[config.mk]
export PLATFORM = sky130hd
export DESIGN_NAME = req_pending_latch
export DESIGN_NICKNAME = d
export VERILOG_FILES = /design/src/rtl/req_pending_latch.sv
export SDC_FILE = /design/constraint.sdc
export NUM_CORES = 1
export LEC_CHECK = 0
export CAP_MARGIN = 40
export CORE_MARGIN = 2
export CORE_UTILIZATION = 41
export CTS_BUF_LIST = sky130_fd_sc_hd__clkbuf_8
export DETAILED_ROUTE_END_ITERATION = 16
export GPL_TIMING_DRIVEN = 0
export PLACE_DENSITY = 0.79
export SYNTH_ARGS = -nofsm -noshare
export SYNTH_HDL_FRONTEND = slang
export SYNTH_SLANG_ARGS = --single-unit
[constraint.sdc]
create_clock -name clk -period 1 [get_ports clk]
set_input_delay 0.2 -clock clk [delete_from_list [all_inputs] [get_ports clk]]
set_output_delay 0.2 -clock clk [all_outputs]
set_load 0.02 [all_outputs]
[src/rtl/req_pending_latch.sv]
// Request capture stage: synchronises async request lines, latches rising edges as sticky
// pending bits and offers the encoder's winning index to a servicer over valid/ready.
module req_pending_latch #(
   parameter int unsigned N           = 4,
   parameter int unsigned IW          = 2,
   parameter int unsigned SYNC_STAGES = 2
) (
   input  logic          clk,
   input  logic          rst_n,
   input  logic [N-1:0]  req_in,
   input  logic [N-1:0]  mask_in,
   output logic [N-1:0]  pend_out,
   input  logic [IW-1:0] idx_in,
   input  logic          idx_valid_in,
   output logic          srv_valid_out,
   output logic [IW-1:0] srv_idx_out,
   input  logic          srv_ready_in,
   output logic [N-1:0]  ovf_out,
   input  logic [N-1:0]  ovf_clr_in
);

   typedef enum logic [0:0] {StIdle, StOffer} state_e;

   state_e        state_q, state_d;
   logic [N-1:0]  sync_q [SYNC_STAGES];
   logic [N-1:0]  prev_q;
   logic [N-1:0]  pend_q, pend_d;
   logic [N-1:0]  ovf_q, ovf_d;
   logic [IW-1:0] srv_idx_q, srv_idx_d;
   logic [N-1:0]  rise;
   logic [N-1:0]  clr;
   logic          accept;

   always_ff @(posedge clk or negedge rst_n) begin
      if (!rst_n) begin
         for (int s = 0; s < int'(SYNC_STAGES); s++) begin
            sync_q[s] <= '0;
         end
         prev_q    <= '0;
         pend_q    <= '0;
         ovf_q     <= '0;
         srv_idx_q <= '0;
         state_q   <= StIdle;
      end else begin
         sync_q[0] <= req_in;
         for (int s = 1; s < int'(SYNC_STAGES); s++) begin
            sync_q[s] <= sync_q[s-1];
         end
         prev_q    <= sync_q[SYNC_STAGES-1];
         pend_q    <= pend_d;
         ovf_q     <= ovf_d;
         srv_idx_q <= srv_idx_d;
         state_q   <= state_d;
      end
   end

   assign rise   = sync_q[SYNC_STAGES-1] & ~prev_q;
   assign accept = (state_q == StOffer) && srv_ready_in;

   always_comb begin
      clr = '0;
      if (accept) begin
         clr[srv_idx_q] = 1'b1;
      end
   end

   // Set beats clear in both vectors; a rise on a line being cleared is a fresh event.
   always_comb begin
      pend_d = (pend_q & ~clr) | rise;
      ovf_d  = (ovf_q & ~ovf_clr_in) | (rise & pend_q & ~clr);
   end

   always_comb begin
      state_d   = state_q;
      srv_idx_d = srv_idx_q;
      unique case (state_q)
         StIdle: begin
            if (idx_valid_in) begin
               srv_idx_d = idx_in;
               state_d   = StOffer;
            end
         end
         StOffer: begin
            if (srv_ready_in) begin
               state_d = StIdle;
            end
         end
         default: state_d = StIdle;
      endcase
   end

   assign pend_out      = pend_q & mask_in;
   assign ovf_out       = ovf_q;
   assign srv_valid_out = (state_q == StOffer);
   assign srv_idx_out   = srv_idx_q;

endmodule

==> run summary, run 1 <==
Routed wire length - 1.47 mm
#FFs+latches synth - 23
Final nets - 118
WL met2 - 726 µm
Cell Area, Synth - 820 µm²
Die extent in y - 48.7 µm
Num Clock Sinks - 23
Number of hold buffers added after cts - 0
Routed vias - 576
DR vias/cell - 4.57
Commonest non-fill, non-tap cell in the layout - dfrtp_1
Fin. Hold Viols - 0
Highest routed layer - met4
RSZ-0062 raised after global routing - true
Power per standard cell area - 1760 nW/µm²
Net Count, Synth - 73
I/O pins - 29
Area growth, synth to finish - 61.7%
Pwr Total - 0.00233 W
Total GRT Usage - 0.125
CP required - 1.15 ns
Crit path cell chain - buf_6, and4b_1, o41ai_2
Slowest cell on crit path - dfrtp_2
Pleak - 0.673 nW
CTS root buf - clkbuf_8
Final ANT Viol Nets - 0
Max Slew Vio Count - 0
TritonCTS Buffers - 3
Failing checks - negative setup slack
# H-tree levels - 1
Most frequent cells in the layout - dfrtp_1 (22), buf_6 (14), clkdlybuf4s50_1 (13)
Max Root-Sink Buffers - 2
Layout cell share with drive strength beyond 1 - 0.374
Metal3 WL - 91 µm
Ant. Diodes - 0
Initial detailed-routing violation count - 8
Tcrit/Tclk final - 1.14
Reg-to-Reg End - ovf_out[2]
Setup CP Type - flip-flop to flip-flop
1st-pass router iterations - 4
Startpoint Class - flip-flop
Number of port buffers - 28
Max cap viols - 0
Worst Path Buf+Inv - 1
Flop pwr share - 0.476
Clock share of power - 0.224
Fmax - 880 MHz
Pint - 0.00173 W
Cell family with most CP delay - flip-flops
Least-Margin Pin Slew - 0.458 ns
Worst-case clock skew - 0.00283 ns
First-pass GRT wire length - 2.29 mm
Initial antenna violation count - 0
CP endpoint kind - flip-flop
Hpwl dp - 1.01 mm
Largest net degree at the start of global routing - 15
DRC viols - 0
Clock slew seen by the registers of the worst setup and hold paths - 0.07 ns
Unique masters post-synth - 15
Clk_lat worst skew - 0.25 ns
Worst VDD drop - 1290 µV
Initial Util - 0.426
Reg-to-reg slack, setup - -0.14 ns
Syn Area/Cell - 14.9 µm²
WHS - 0.260 ns
RR Startpoint - srv_valid_out
Core area - 1920 µm²
Yosys Warn Count - 0
Comb power frac - 0.299
Syn Inst Count - 55
Max incr delay on CP - 0.44 ns
Crit. path cell count - 3
Hold WC Path Type - input pin to asynchronous set/reset pin
Die X - 48.7 µm
DR WL/cell - 11.6 µm
Crit Path Max Fanout - 5
Worst Path Arrival - 1.29 ns
Post-synthesis sequential area ratio - 0.702
CTS tree - yes
M1 wire length - 642 µm
Total die area - 2370 µm²
Sw Pwr - 0.000594 W
R2r worst-path depth - 3
Global route overflow - 0
Setup ws final - -0.136 ns
Status - finished with violations
Number of global-route vias before repair - 542
Final setup vio count - 14
GPL Wtd Cong - 0.656
Switch share - 0.256
FP Rows - 16
Minimum clock period - 1.14 ns
Slew HR - 0.694
## stage by stage
step / setup TNS (ns) / setup slack [ns] / util / cell area, µm² / std cells
2_1_floorplan: -0.113 / -0.0504 / - / 833 / 55
3_3_place_gp: -14.20 / -0.553 / 0.597 / 1150 / 110
3_5_place_dp: -6.41 / -0.588 / 0.605 / 1160 / 111
4_1_cts: -0.751 / -0.107 / 0.651 / 1250 / 122
5_1_grt: -1.46 / -0.157 / 0.689 / 1330 / 126
6_report: -0.918 / -0.136 / 0.689 / 1330 / 126
## synth_stat cells
master / n / share of area
o22ai_1: 3 / 0.023
and2_1: 4 / 0.031
a41o_1: 1 / 0.012
nand2b_1: 3 / 0.023
nor2b_2: 1 / 0.011
nor2b_1: 1 / 0.0076
o41ai_2: 3 / 0.060
a22o_1: 1 / 0.011
mux2_2: 2 / 0.027
nand4_1: 1 / 0.0076
and4b_1: 2 / 0.024
dfrtp_1: 23 / 0.70
inv_1: 8 / 0.037
a21o_1: 1 / 0.0092
and4bb_1: 1 / 0.015
## power groups by stage
stage          registers [W]  logic, W  clock network (W)
6_report             0.00111  0.000696           0.000522
5_1_grt              0.00112  0.000741           0.000586
4_1_cts              0.00110  0.000600           0.000542
3_5_place_dp         0.00113  0.000507                  0
3_3_place_gp         0.00112  0.000490                  0
2_1_floorplan        0.00118  0.000189                  0
## worst max path at each step
stage,slack (ns),to,from
2_1_floorplan,-0.05,srv_idx_out[0],srv_valid_out
3_3_place_gp,-0.55,pend_out[3],mask_in[3]
3_5_place_dp,-0.59,pend_out[3],mask_in[3]
4_1_cts,-0.11,pend_out[3],mask_in[3]
5_1_grt,-0.16,ovf_out[0],srv_valid_out
6_report,-0.14,ovf_out[2],srv_valid_out
## routing by layer
layer	vias to the layer above	GRT usage
met5	-	0
met4	0	0.0429
met3	2	0.0401
met2	20	0.203
met1	273	0.158
li1	281	-
## timing repair
action / in CTS / in global routing
pin swaps: 4 / 4
setup endpoints to repair: 16 / 21
gates cloned: 0 / 0
buffers inserted: 7 / 4
resized for setup: 62 / 14
## worst reg2reg max path, delay by kind of cell, from the launching register on
| family | cells | cell delay [ns] |
|---|---|---|
| AND/OR/NAND/NOR | 1 | 0.19 |
| flip-flops | 1 | 0.44 |
| AO/OA/AOI/OAI | 1 | 0.27 |
| buffers and inverters | 1 | 0.14 |
## logic make-up (layout without fill, tap and decap cells)
kind of cell | after synthesis | after routing | synth area share
and+or+nand+nor | 13 | 13 | 0.119
buffers and inverters | 8 | 52 | 0.0366
muxes | 2 | 2 | 0.0275
DFF | 23 | 23 | 0.702
AOI/OAI and AO/OA | 9 | 9 | 0.115
## layout make-up
cell class | count | area [µm²]
clock buffers | 3 | 41.3
clock inverters | 1 | 3.75
fillers | 142 | 597
inverters | 8 | 30.0
multi-input cells | 24 | 236
flip-flops and latches | 23 | 577
well taps | 27 | 33.8
repair buffers | 40 | 403
## registers in the layout (all words and copies together), names as in the netlist
| name | flops |
|---|---|
| srv_valid_out | 1 |
| pend_q | 4 |
| srv_idx_out | 2 |
| prev_q | 4 |
| ovf_out | 4 |
| sync_q | 8 |
(Power assumes the default switching activity.)
==> run 2: changes to the inputs <==
Settings changed: CAP_MARGIN 40 to 0, CORE_UTILIZATION 41 to 56, DONT_BUFFER_PORTS from default to 1, PLACE_DENSITY 0.79 to 0.76.
==> run 2 against run 1 <==
  * Largest power group unchanged
  * Setup slack improved by 0.011 ns
  * Critical path type unchanged
  * Sequential cell count stayed put
  * Non-clock buffer count decreased by 31
  * The flow still finishes with violations (negative setup slack)
  * Clock power about the same
  * Cell count is 34% lower
==> run summary, run 2 (synthesized netlist as in run 1, its figures left out) <==
DP Area - 852 µm² (-27%)
Worst VDD drop - 1350 µV (+4.5%)
Routed wire length - 1.29 mm (-12%)
CP endpoint kind - flip-flop
Failing checks - negative setup slack
Max cap viols - 0 (unchanged)
Fin. Hold Viols - 0 (unchanged)
Most frequent cells in the layout - dfrtp_1 (20), inv_1 (9), dlygate4sd3_1 (5)
TritonCTS Buffers - 3 (unchanged)
Clock slew seen by the registers of the worst setup and hold paths - 0.07 ns (about the same)
Tcrit/Tclk final - 1.12 (-0.0111)
Layout cell share with drive strength beyond 1 - 0.294 (-0.0796)
First-pass GRT wire length - 2.01 mm (-12%)
Least-Margin Pin Slew - 0.277 ns (-0.181 ns)
Largest net degree at the start of global routing - 24 (+9)
Status - finished with violations
Power per standard cell area - 2010 nW/µm² (+15%)
Fillcell total - 84 (-41%)
Max Slew Vio Count - 0 (unchanged)
Cell family with most CP delay - flip-flops
# H-tree levels - 1 (unchanged)
DRC viols - 0 (unchanged)
DR WL/cell - 15.6 µm (+34%)
I/O pins - 29 (unchanged)
Top reg by flops - sync_q
Initial antenna violation count - 0 (unchanged)
FP Rows - 13 (-3)
Pwr Total - 0.00202 W (-13%)
CP required - 1.14 ns (about the same)
Global route overflow - 0 (unchanged)
CTS root buf - clkbuf_8
Routed vias - 473 (-18%)
Worst Path Buf+Inv - 0 (-1)
Initial Util - 0.614 (+0.188)
Clk_lat worst skew - 0.25 ns (about the same)
Worst Path Arrival - 1.27 ns (-0.02 ns)
Worst-case clock skew - 0.00121 ns (-0.00162 ns)
1st-pass router iterations - 4 (unchanged)
Pleak - 0.499 nW (-26%)
Die extent in y - 42.3 µm (-13%)
DR vias/cell - 5.70 (+25%)
Final nets - 87 (-26%)
Final Cell Area - 1010 µm² (-24%)
Die X - 42.3 µm (-13%)
Fmax - 889 MHz (+0.99%)
Sum Neg Setup Slack - -0.663 ns (+0.255 ns)
CTS tree - yes
Total die area - 1790 µm² (-25%)
Total GRT Usage - 0.157 (+0.0321)
Initial detailed-routing violation count - 6 (-2)
Slew HR - 0.813 (+0.119)
Crit Path Max Fanout - 7 (+2)
Number of port buffers - 0 (-100%)
GPL Wtd Cong - 0.642 (-2.1%)
Setup CP Type - flip-flop to flip-flop
Commonest non-fill, non-tap cell in the layout - dfrtp_1
Setup ws final - -0.125 ns (+0.0111 ns)
Final ANT Viol Nets - 0 (unchanged)
Max Root-Sink Buffers - 2 (unchanged)
Slowest cell on crit path - dfrtp_2
Layout Cells excl Fill - 83 (-34%)
Minimum clock period - 1.12 ns (-0.0111 ns)
Placed Cells - 70 (-37%)
Ant. Diodes - 0 (unchanged)
Max incr delay on CP - 0.50 ns (+0.06 ns)
Final setup vio count - 9 (-5)
RSZ-0062 raised after global routing - true
Startpoint Class - flip-flop
Crit path cell chain - and4bb_1, o41ai_2
Num Clock Sinks - 23 (unchanged)
Number of global-route vias before repair - 452 (-17%)
Area growth, synth to finish - 22.7%
Hold WC Path Type - input pin to flip-flop
Core area - 1330 µm² (-31%)
Largest register FFs - 8 (unchanged)
==> run 2: changes by cell type in the layout (fill, tap and decap cells not counted), moves of 5 or more <==
cell,change
buf_4,-5
buf_6,-13
clkdlybuf4s50_1,-13
dlygate4sd3_1,+5
==> run 2: worst paths after layout <==
| kind | startpoint | cells after the start | slack [ns] | to |
|---|---|---|---|---|
| min | idx_in[0] | 1 | 0.09 | srv_idx_out[0] |
| max in group asynchronous | rst_n | 2 | 0.49 | srv_idx_out[1] |
| max | srv_valid_out | 2 | -0.12 | ovf_out[0] |
| max reg2reg | srv_valid_out | 2 | -0.12 | ovf_out[0] |
| min reg2reg | sync_q[4] | 0 | 0.35 | sync_q[0] |
| min in group asynchronous | rst_n | 2 | 0.36 | pend_q[1] |
==> run 2: stage by stage <==
stage	hold slack (ns)	utilization	worst slack [ns]
final	0.0899	0.754	-0.125
after CTS	-0.371	0.729	-0.134
after floorplan	-0.0956	-	-0.0504
after global placement	-0.0951	0.639	-0.0918
after detailed placement	-0.0951	0.639	-0.164
after global routing	0.0788	0.754	-0.162
==> run 2: what timing repair did <==
item | in CTS | in global routing
hold buffers | 4 | 2
hold endpoints to repair | 27 | 23
pin swaps | 3 | 2
setup endpoints to repair | 14 | 15
buffers inserted | 3 | 0
gates resized for setup | 10 | 1
==> run 2: layout make-up <==
cell class                 count  area (µm²)  area share
sequential                    23         579       0.576
multi-input combinational     24         236       0.235
timing repair buffer           9        96.3      0.0958
clock buffer                   3        41.3      0.0410
inverter                       8        30.0      0.0299
tap                           15        18.8      0.0187
clock inverter                 1        3.75     0.00373
==> run 2: where the power goes <==
part           leakage (nW)  switching [W]  internal (W)
Combinational         0.212       0.000130      0.000173
Clock                0.0269       0.000252      0.000273
Sequential            0.260       0.000155       0.00104
==> run 2: layer usage <==
metal	up-vias	track usage	wire length, µm
met5	-	0	0
met4	0	0.0375	0
met3	0	0.0517	119
met2	28	0.271	666
met1	229	0.191	506
li1	216	-	-
==> run 3: changes to the inputs <==
Settings changed: CORE_MARGIN 2 to 10.
==> run 3 against run 2 <==
  * The flow finishes with violations (negative hold slack, negative setup slack)
  * Non-clock buffer count down 1
  * Die area up 90%
  * Cell count down 1.2%
  * Maximum frequency down 2.7%
  * Combinational power down 7.6%
  * Clock skew down 0.00059 ns
  * Critical path type unchanged
  * Largest cell class unchanged
==> run summary, run 3 (synthesized netlist as in run 1, its figures left out) <==
Status - finished with violations
Failing checks - negative hold slack, negative setup slack
CP endpoint kind - flip-flop
Core area - 1330 µm² (unchanged)
Crit path cell chain - and4bb_1, o41ai_2
RSZ-0062 raised after global routing - true
Crit Path Max Fanout - 7 (unchanged)
Area growth, synth to finish - 20.3%
Total GRT Usage - 0.0887 (-0.0685)
Largest net degree at the start of global routing - 24 (unchanged)
First-pass GRT wire length - 2.30 mm (+14%)
CTS root buf - clkbuf_8
Initial antenna violation count - 0 (unchanged)
WHS - -0.369 ns (-0.459 ns)
Most frequent cells in the layout - dfrtp_1 (20), inv_1 (9), and2_4 (4), dlygate4sd3_1 (4), buf_4 (4)
Top reg by flops - sync_q
Least-Margin Pin Slew - 0.298 ns (+0.0211 ns)
CTS tree - yes
Max Slew Vio Count - 0 (unchanged)
Fmax - 865 MHz (-2.7%)
Max incr delay on CP - 0.51 ns (about the same)
Routed wire length - 1.51 mm (+17%)
Largest register FFs - 8 (unchanged)
Number of port buffers - 0 (unchanged)
Initial Util - 0.614 (unchanged)
Pleak - 0.494 nW (-0.94%)
Hold WC Path Type - input pin to asynchronous set/reset pin
Final nets - 86 (-1.1%)
Setup ws final - -0.156 ns (-0.0313 ns)
CP required - 1.14 ns (about the same)
Worst-case clock skew - 0.000619 ns (-0.000587 ns)
DP Area - 852 µm² (unchanged)
Fin. Hold Viols - 23 (+23)
Num Clock Sinks - 23 (unchanged)
Total die area - 3390 µm² (+90%)
Number of global-route vias before repair - 528 (+17%)
Worst VDD drop - 1520 µV (+13%)
TritonCTS Buffers - 3 (unchanged)
Commonest non-fill, non-tap cell in the layout - dfrtp_1
Startpoint Class - flip-flop
Worst Path Buf+Inv - 0 (unchanged)
Slowest cell on crit path - dfrtp_2
# H-tree levels - 1 (unchanged)
Final setup vio count - 10 (+1)
Fin util - 0.739 (-0.0150)
Final Cell Area - 986 µm² (-2.0%)
Global route overflow - 0 (unchanged)
I/O pins - 29 (unchanged)
Cell family with most CP delay - flip-flops
Power per standard cell area - 2040 nW/µm² (+1.6%)
Layout cell share with drive strength beyond 1 - 0.313 (+0.0193)
Final ANT Viol Nets - 0 (unchanged)
Routed vias - 461 (-2.5%)
DRC viols - 0 (unchanged)
Tcrit/Tclk final - 1.16 (+0.0313)
Number of hold buffers added after cts - 4 (unchanged)
DR vias/cell - 5.62 (-1.3%)
Minimum clock period - 1.16 ns (+0.0313 ns)
Ant. Diodes - 0 (unchanged)
Hpwl dp - 1.11 mm
Worst Path Arrival - 1.30 ns (+0.03 ns)
Max Root-Sink Buffers - 2 (unchanged)
Slew HR - 0.799 (-0.0142)
Setup CP Type - flip-flop to flip-flop
Die extent in y - 58.3 µm (+38%)
GPL Wtd Cong - 0.650 (+1.2%)
Die X - 58.3 µm (+38%)
Initial detailed-routing violation count - 5 (-1)
Max cap viols - 0 (unchanged)
1st-pass router iterations - 2 (-2)
FP Rows - 13 (unchanged)
Clock slew seen by the registers of the worst setup and hold paths - 0.07 ns (about the same)
DR WL/cell - 18.4 µm (+18%)
Clk_lat worst skew - 0.25 ns (about the same)
run 3: cell types whose count changed in the layout (fill, tap and decap cells not counted):
| cell | change |
|---|---|
| buf_12 | -1 |
| buf_4 | +2 |
| buf_6 | -1 |
| dlygate4sd3_1 | -1 |
| o22ai_1 | -1 |
| o22ai_2 | +1 |
run 3: routing by layer:
metal / routed length, µm / vias up / track usage / part of all wire
li1: - / 215 / - / -
met1: 593 / 220 / 0.0894 / 0.39
met2: 696 / 24 / 0.133 / 0.46
met3: 205 / 2 / 0.0675 / 0.14
met4: 13 / 0 / 0.0403 / 0.0086
met5: 0 / - / 0 / 0
run 3: final timing paths:
kind	slack [ns]	depth (start not counted)	to	from
setup / recovery	-0.16	2	ovf_out[0]	srv_valid_out
hold / removal	-0.37	0	pend_q[1]	rst_n
setup reg to reg	-0.16	2	ovf_out[0]	srv_valid_out
hold reg to reg	0.35	0	sync_q[0]	sync_q[4]
max in group asynchronous	1.29	0	srv_idx_out[1]	rst_n
min in group clk	0.09	1	srv_idx_out[1]	idx_in[1]
run 3: power by group:
part | leakage (nW) | total, W | switching, W | internal, W
clock network | 0.0269 | 0.000538 | 0.000264 | 0.000273
registers | 0.260 | 0.00120 | 0.000156 | 0.00104
logic | 0.207 | 0.000281 | 0.000114 | 0.000167
run 3: stage by stage:
| step | setup slack, ns | total power [W] | setup TNS, ns | std cells |
|---|---|---|---|---|
| 2_1_floorplan | -0.0504 | 0.00137 | -0.113 | 55 |
| 3_3_place_gp | -0.100 | 0.00141 | -0.546 | 70 |
| 3_5_place_dp | -0.203 | 0.00142 | -0.843 | 70 |
| 4_1_cts | -0.167 | 0.00202 | -0.613 | 80 |
| 5_1_grt | -0.204 | 0.00209 | -1.12 | 82 |
| 6_report | -0.156 | 0.00201 | -0.650 | 82 |
run 3: worst register-to-register path, cell delays in order, from the launching register on:
cell	delay, ns
dfrtp_2	0.51
and4bb_1	0.28
o41ai_2	0.26
run 3: layout make-up:
cell class	count	area, µm²
well taps	15	18.8
clock inverters	1	3.75
repair buffers	8	70.1
flip-flops and latches	23	579
inverters	8	30.0
multi-input cells	24	243
clock buffers	3	41.3
fillers	87	348
run 3: repair_timing:
action / in CTS / in global routing
gates resized for setup: 10 / 1
pin swaps: 6 / 5
hold endpoints to repair: 27 / 23
setup buffers: 2 / 2
setup endpoints to repair: 15 / 14
==> variant 1: new RTL, settings of run 1 <==
`N`: 4 -> 6.
--- a/src/rtl/req_pending_latch.sv
+++ b/src/rtl/req_pending_latch.sv
@@ -1,7 +1,7 @@
 // Request capture stage: synchronises async request lines, latches rising edges as sticky
 // pending bits and offers the encoder's winning index to a servicer over valid/ready.
 module req_pending_latch #(
-   parameter int unsigned N           = 4,
+   parameter int unsigned N           = 6,
    parameter int unsigned IW          = 2,
    parameter int unsigned SYNC_STAGES = 2
 ) (
Ports: changed (5 resized); port bits go from 29 to 39. The function was not compared with the original's and may differ.
==> variant 1 against run 1 <==
- the run still ends with negative setup slack left
- design area up 41%
- first-iteration DRC count unchanged
- utilization up 0.45 points
- highest routed layer unchanged
- sequential power up 41%
- clock power up 140%
- total power up 54%
- via count up 44%
- setup slack better by 2.6 ps
- routed wire length up 64%
- maximum frequency up 0.23%
- synthesized area up 38%
- register-to-register slack better by 80 ps
- sequential cell count up 10
==> variant 1: results (changes against run 1) <==
Fin cells: 169 (+34%)
Dpl hpwl: 1690 µm (+67%)
Crit Path Max Fanout: 2 (-3)
Tot GR Track Use: 16.4% (+3.9 points)
Worst skew pair latency: 280 ps (+30 ps)
First-pass GRT wire length: 3830 µm (+67%)
# setup viols final: 22 (+8)
Final GP Congestion: 0.641 (-2.3%)
Post-route worst setup slack: -133 ps (+2.65 ps)
Layout cells sized above 1: 39.1% (+1.8 points)
Cells after DPL: 145 (+31%)
Top post-synthesis cells by count: dfrtp_1, inv_1, and2_1
Worst R2R Start: srv_idx_out[0]
Sequential-to-total area share from yosys stat: 72.9% (+2.7 points)
IO Port Bufs: 38 (+36%)
Gate Count Post-Synth: 75 (+36%)
Vias: 832 (+44%)
Syn_nets: 99 (+36%)
Num CTS Buffers: 5 (+2)
H-tree levels: 2 (+1)
Yosys cell types: 17 (+2)
Internal power: 2750 µW (+59%)
Largest net degree at the start of global routing: 20 (+5)
P_comb: 793 µW (+14%)
Max reg flops: 12 (+4)
Leakage: 0.000914 µW (+36%)
Skew final: 3.60 ps (+0.773 ps)
R2R setup slack: -60 ps (+80 ps)
Drt total wl: 2400 µm (+64%)
Failing checks: negative setup slack
Status: finished with violations
Worst EP arrival: 930 ps (-360 ps)
Master of the slowest instance on the critical path: dfrtp_1
# fillers: 180 (+27%)
Slew HR: 41.9% (-27 points)
==> variant 1: cell count changes after synthesis, sizes merged <==
cell,change
a32o,+2
and2,+2
inv,+4
a21o,+2
dfrtp,+10
==> variant 1: cells by family after synthesis <==
| kind of cell | share of synthesized area (%) |
|---|---|
| simple gates | 9.73 |
| compound gates | 11.4 |
| flops | 72.9 |
| mux | 1.99 |
| buf+inv | 3.98 |
==> variant 1: layer usage <==
layer / wire length, µm / up-vias / GRT usage, % / part of all wire, %
met1: 868 / 413 / 17.9 / 36
li1: - / 379 / - / -
met3: 153 / 10 / 6.91 / 6.4
met5: 0 / - / 0 / 0
met2: 1310 / 30 / 27.1 / 54
met4: 74 / 0 / 8.16 / 3.1
==> variant 1: repair_timing <==
| item | in CTS | in global routing |
|---|---|---|
| cloned | 0 | 0 |
| setup buffers | 7 | 9 |
| setup endpoints to repair | 52 | 24 |
| pin swaps | 3 | 3 |
| hold buffers | 0 | 0 |
| resized for setup | 99 | 2 |
==> variant 1: layout make-up <==
type	instances	area share [%]
Clock buffer	6	4.43
Clock inverter	2	1.81
Inverter	12	2.42
Multi-Input combinational cell	30	15.9
Sequential cell	33	44.4
Tap cell	31	2.08
Timing Repair Buffer	55	29.0
==> variant 1: per-stage QoR <==
| stage | cell area [µm²] | setup TNS, ps | utilization, % | hold slack [ps] | total power [µW] |
|---|---|---|---|---|---|
| after floorplan | 1150 | -113 | - | -95.6 | 1840 |
| after global placement | 1570 | -33560 | 58.3 | 334 | 2140 |
| after detailed placement | 1580 | -19290 | 58.8 | 337 | 2180 |
| after CTS | 1790 | -1340 | 66.6 | 173 | 3570 |
| after global routing | 1860 | -2120 | 69.4 | 217 | 3750 |
| final | 1860 | -1240 | 69.4 | 149 | 3590 |
==> variant 2: new RTL, config.mk and constraints of run 1 <==
Without the edit above. Make the reset (`rst_n`) synchronous in one clocked block. Comments in the files are not updated.
--- a/src/rtl/req_pending_latch.sv
+++ b/src/rtl/req_pending_latch.sv
@@ -31,7 +31,7 @@
    logic [N-1:0]  clr;
    logic          accept;
 
-   always_ff @(posedge clk or negedge rst_n) begin
+   always_ff @(posedge clk) begin
       if (!rst_n) begin
          for (int s = 0; s < int'(SYNC_STAGES); s++) begin
             sync_q[s] <= '0;
Formal check against the unedited RTL: differs if rst_n is asserted again (counterexample within 4 cycles, from zero or initial values and one cycle with rst_n low); with rst_n held inactive, the same outputs for 10 cycles.
==> variant 2 against run 1 <==
- the flow still finishes with violations (negative setup slack)
- die area shrank 4.2%
- design area shrank 7.3%
- critical path depth down 1
- sequential cell count stayed put
- synthesized area down 4.6%
- setup slack better by 95 ps
- routed wire length increased by 11%
- global-route usage is 4.2 points higher
- synthesized cell count rose by 33%
- maximum frequency is 9.1% higher
- critical endpoint is now pend_out[1]
- highest routed layer unchanged
Power is not compared: it rests on default switching activity, and its combinational part moved more than twofold at a synthesized area within 25%.
==> variant 2: results (changes against run 1) <==
Skew final: 5.51 ps (+2.68 ps)
Fin cells: 135 (+7.1%)
Routed len/inst: 12.0 µm (+3.5%)
Failing checks: negative setup slack
DRT iter0 DRCs: 11 (+3)
Top post-synthesis cells by count: dfxtp_1, and2_1, o21ai_1
Syn_nets: 91 (+25%)
Setup tns final: -136 ps (+782 ps)
Yosys cell types: 17 (+2)
Master of the slowest instance on the critical path: dfxtp_2
Slew @ Worst Pin: 234 ps (-224 ps)
Status: finished with violations
Final net count: 129 (+9.3%)
Post-synth ARST share: 0% (-100 points)
Final GP Congestion: 0.778 (+18%)
Layout cells sized above 1: 36.4% (-1.0 points)
Critical Path Max Stage Delay: 330 ps (-110 ps)
# setup viols final: 4 (-10)
HP Class: primary input to register
Resized Gates After CTS: 71 (+15%)
Root Buffer: clkbuf_8
Tot GR Track Use: 16.7% (+4.2 points)
First-pass GRT wire length: 2570 µm (+12%)
Synth Area in Compound Gates: 11.8% (+0.39 points)
Dpl hpwl: 1170 µm (+16%)
Post-route worst setup slack: -40.9 ps (+95.1 ps)
H-tree levels: 1 (unchanged)
Setup Buffers After CTS: 2 (-5)
Mux share of post-synthesis cell area: 2.56% (-0.19 points)
Crit Path Max Fanout: 2 (-3)
variant 2: changes by cell type after synthesis, sizes merged, moves of 4 or more:
| cell | run 1 | this run |
|---|---|---|
| and2 | 4 | 16 |
| nand3b | 0 | 4 |
| inv | 8 | 3 |
| dfxtp | 0 | 23 |
| dfrtp | 23 | 0 |
| o21ai | 0 | 8 |
variant 2: worst paths after layout:
kind	endpoint	from	cells past startpoint	slack (ps)
max	pend_out[1]	pend_q[1]	2	-40
min	pend_q[0]	rst_n	3	320
max reg2reg	pend_q[1]	srv_valid_out	3	60
min reg2reg	sync_q[0][4]	sync_q[0][0]	1	440
variant 2: tightest hold or removal path, delay by kind of cell:
family,cells,cell delay (ps)
buf+inv,1,180
compound gates,2,160
variant 2: layer usage:
metal	up-vias	GRT usage, %	wire [µm]
met2	28	28.4	839
met3	4	4.15	135
met4	0	9.73	28
met1	293	19.0	623
li1	319	-	-
met5	-	0	0
variant 2: report_power, final:
part | internal (µW) | total, µW | switching [µW]
sequential | 954 | 984 | 30.4
clock | 278 | 554 | 276
combinational | 137 | 226 | 88.7
variant 2: per-stage QoR:
step           hold slack (ps)  setup slack [ps]  power [µW]  util [%]  cell area, µm²
6_report                   315             -40.9        1760      69.6            1230
5_1_grt                    327             -62.9        1840      69.6            1230
4_1_cts                    432             -55.1        1750      65.4            1150
3_5_place_dp               423              -580        1200      62.2            1100
3_3_place_gp               414              -552        1190      62.2            1100
2_1_floorplan              327              67.6        1080         -             786
variant 2: cell type report:
cell class                 instances  area (µm²)
clock buffer                       3        41.3
buffer                             2        16.3
tap                               25        31.3
timing repair buffer              33         308
fill                             137         536
inverter                           3        11.3
clock inverter                     1        5.00
sequential                        23         477
multi-input combinational         45         339
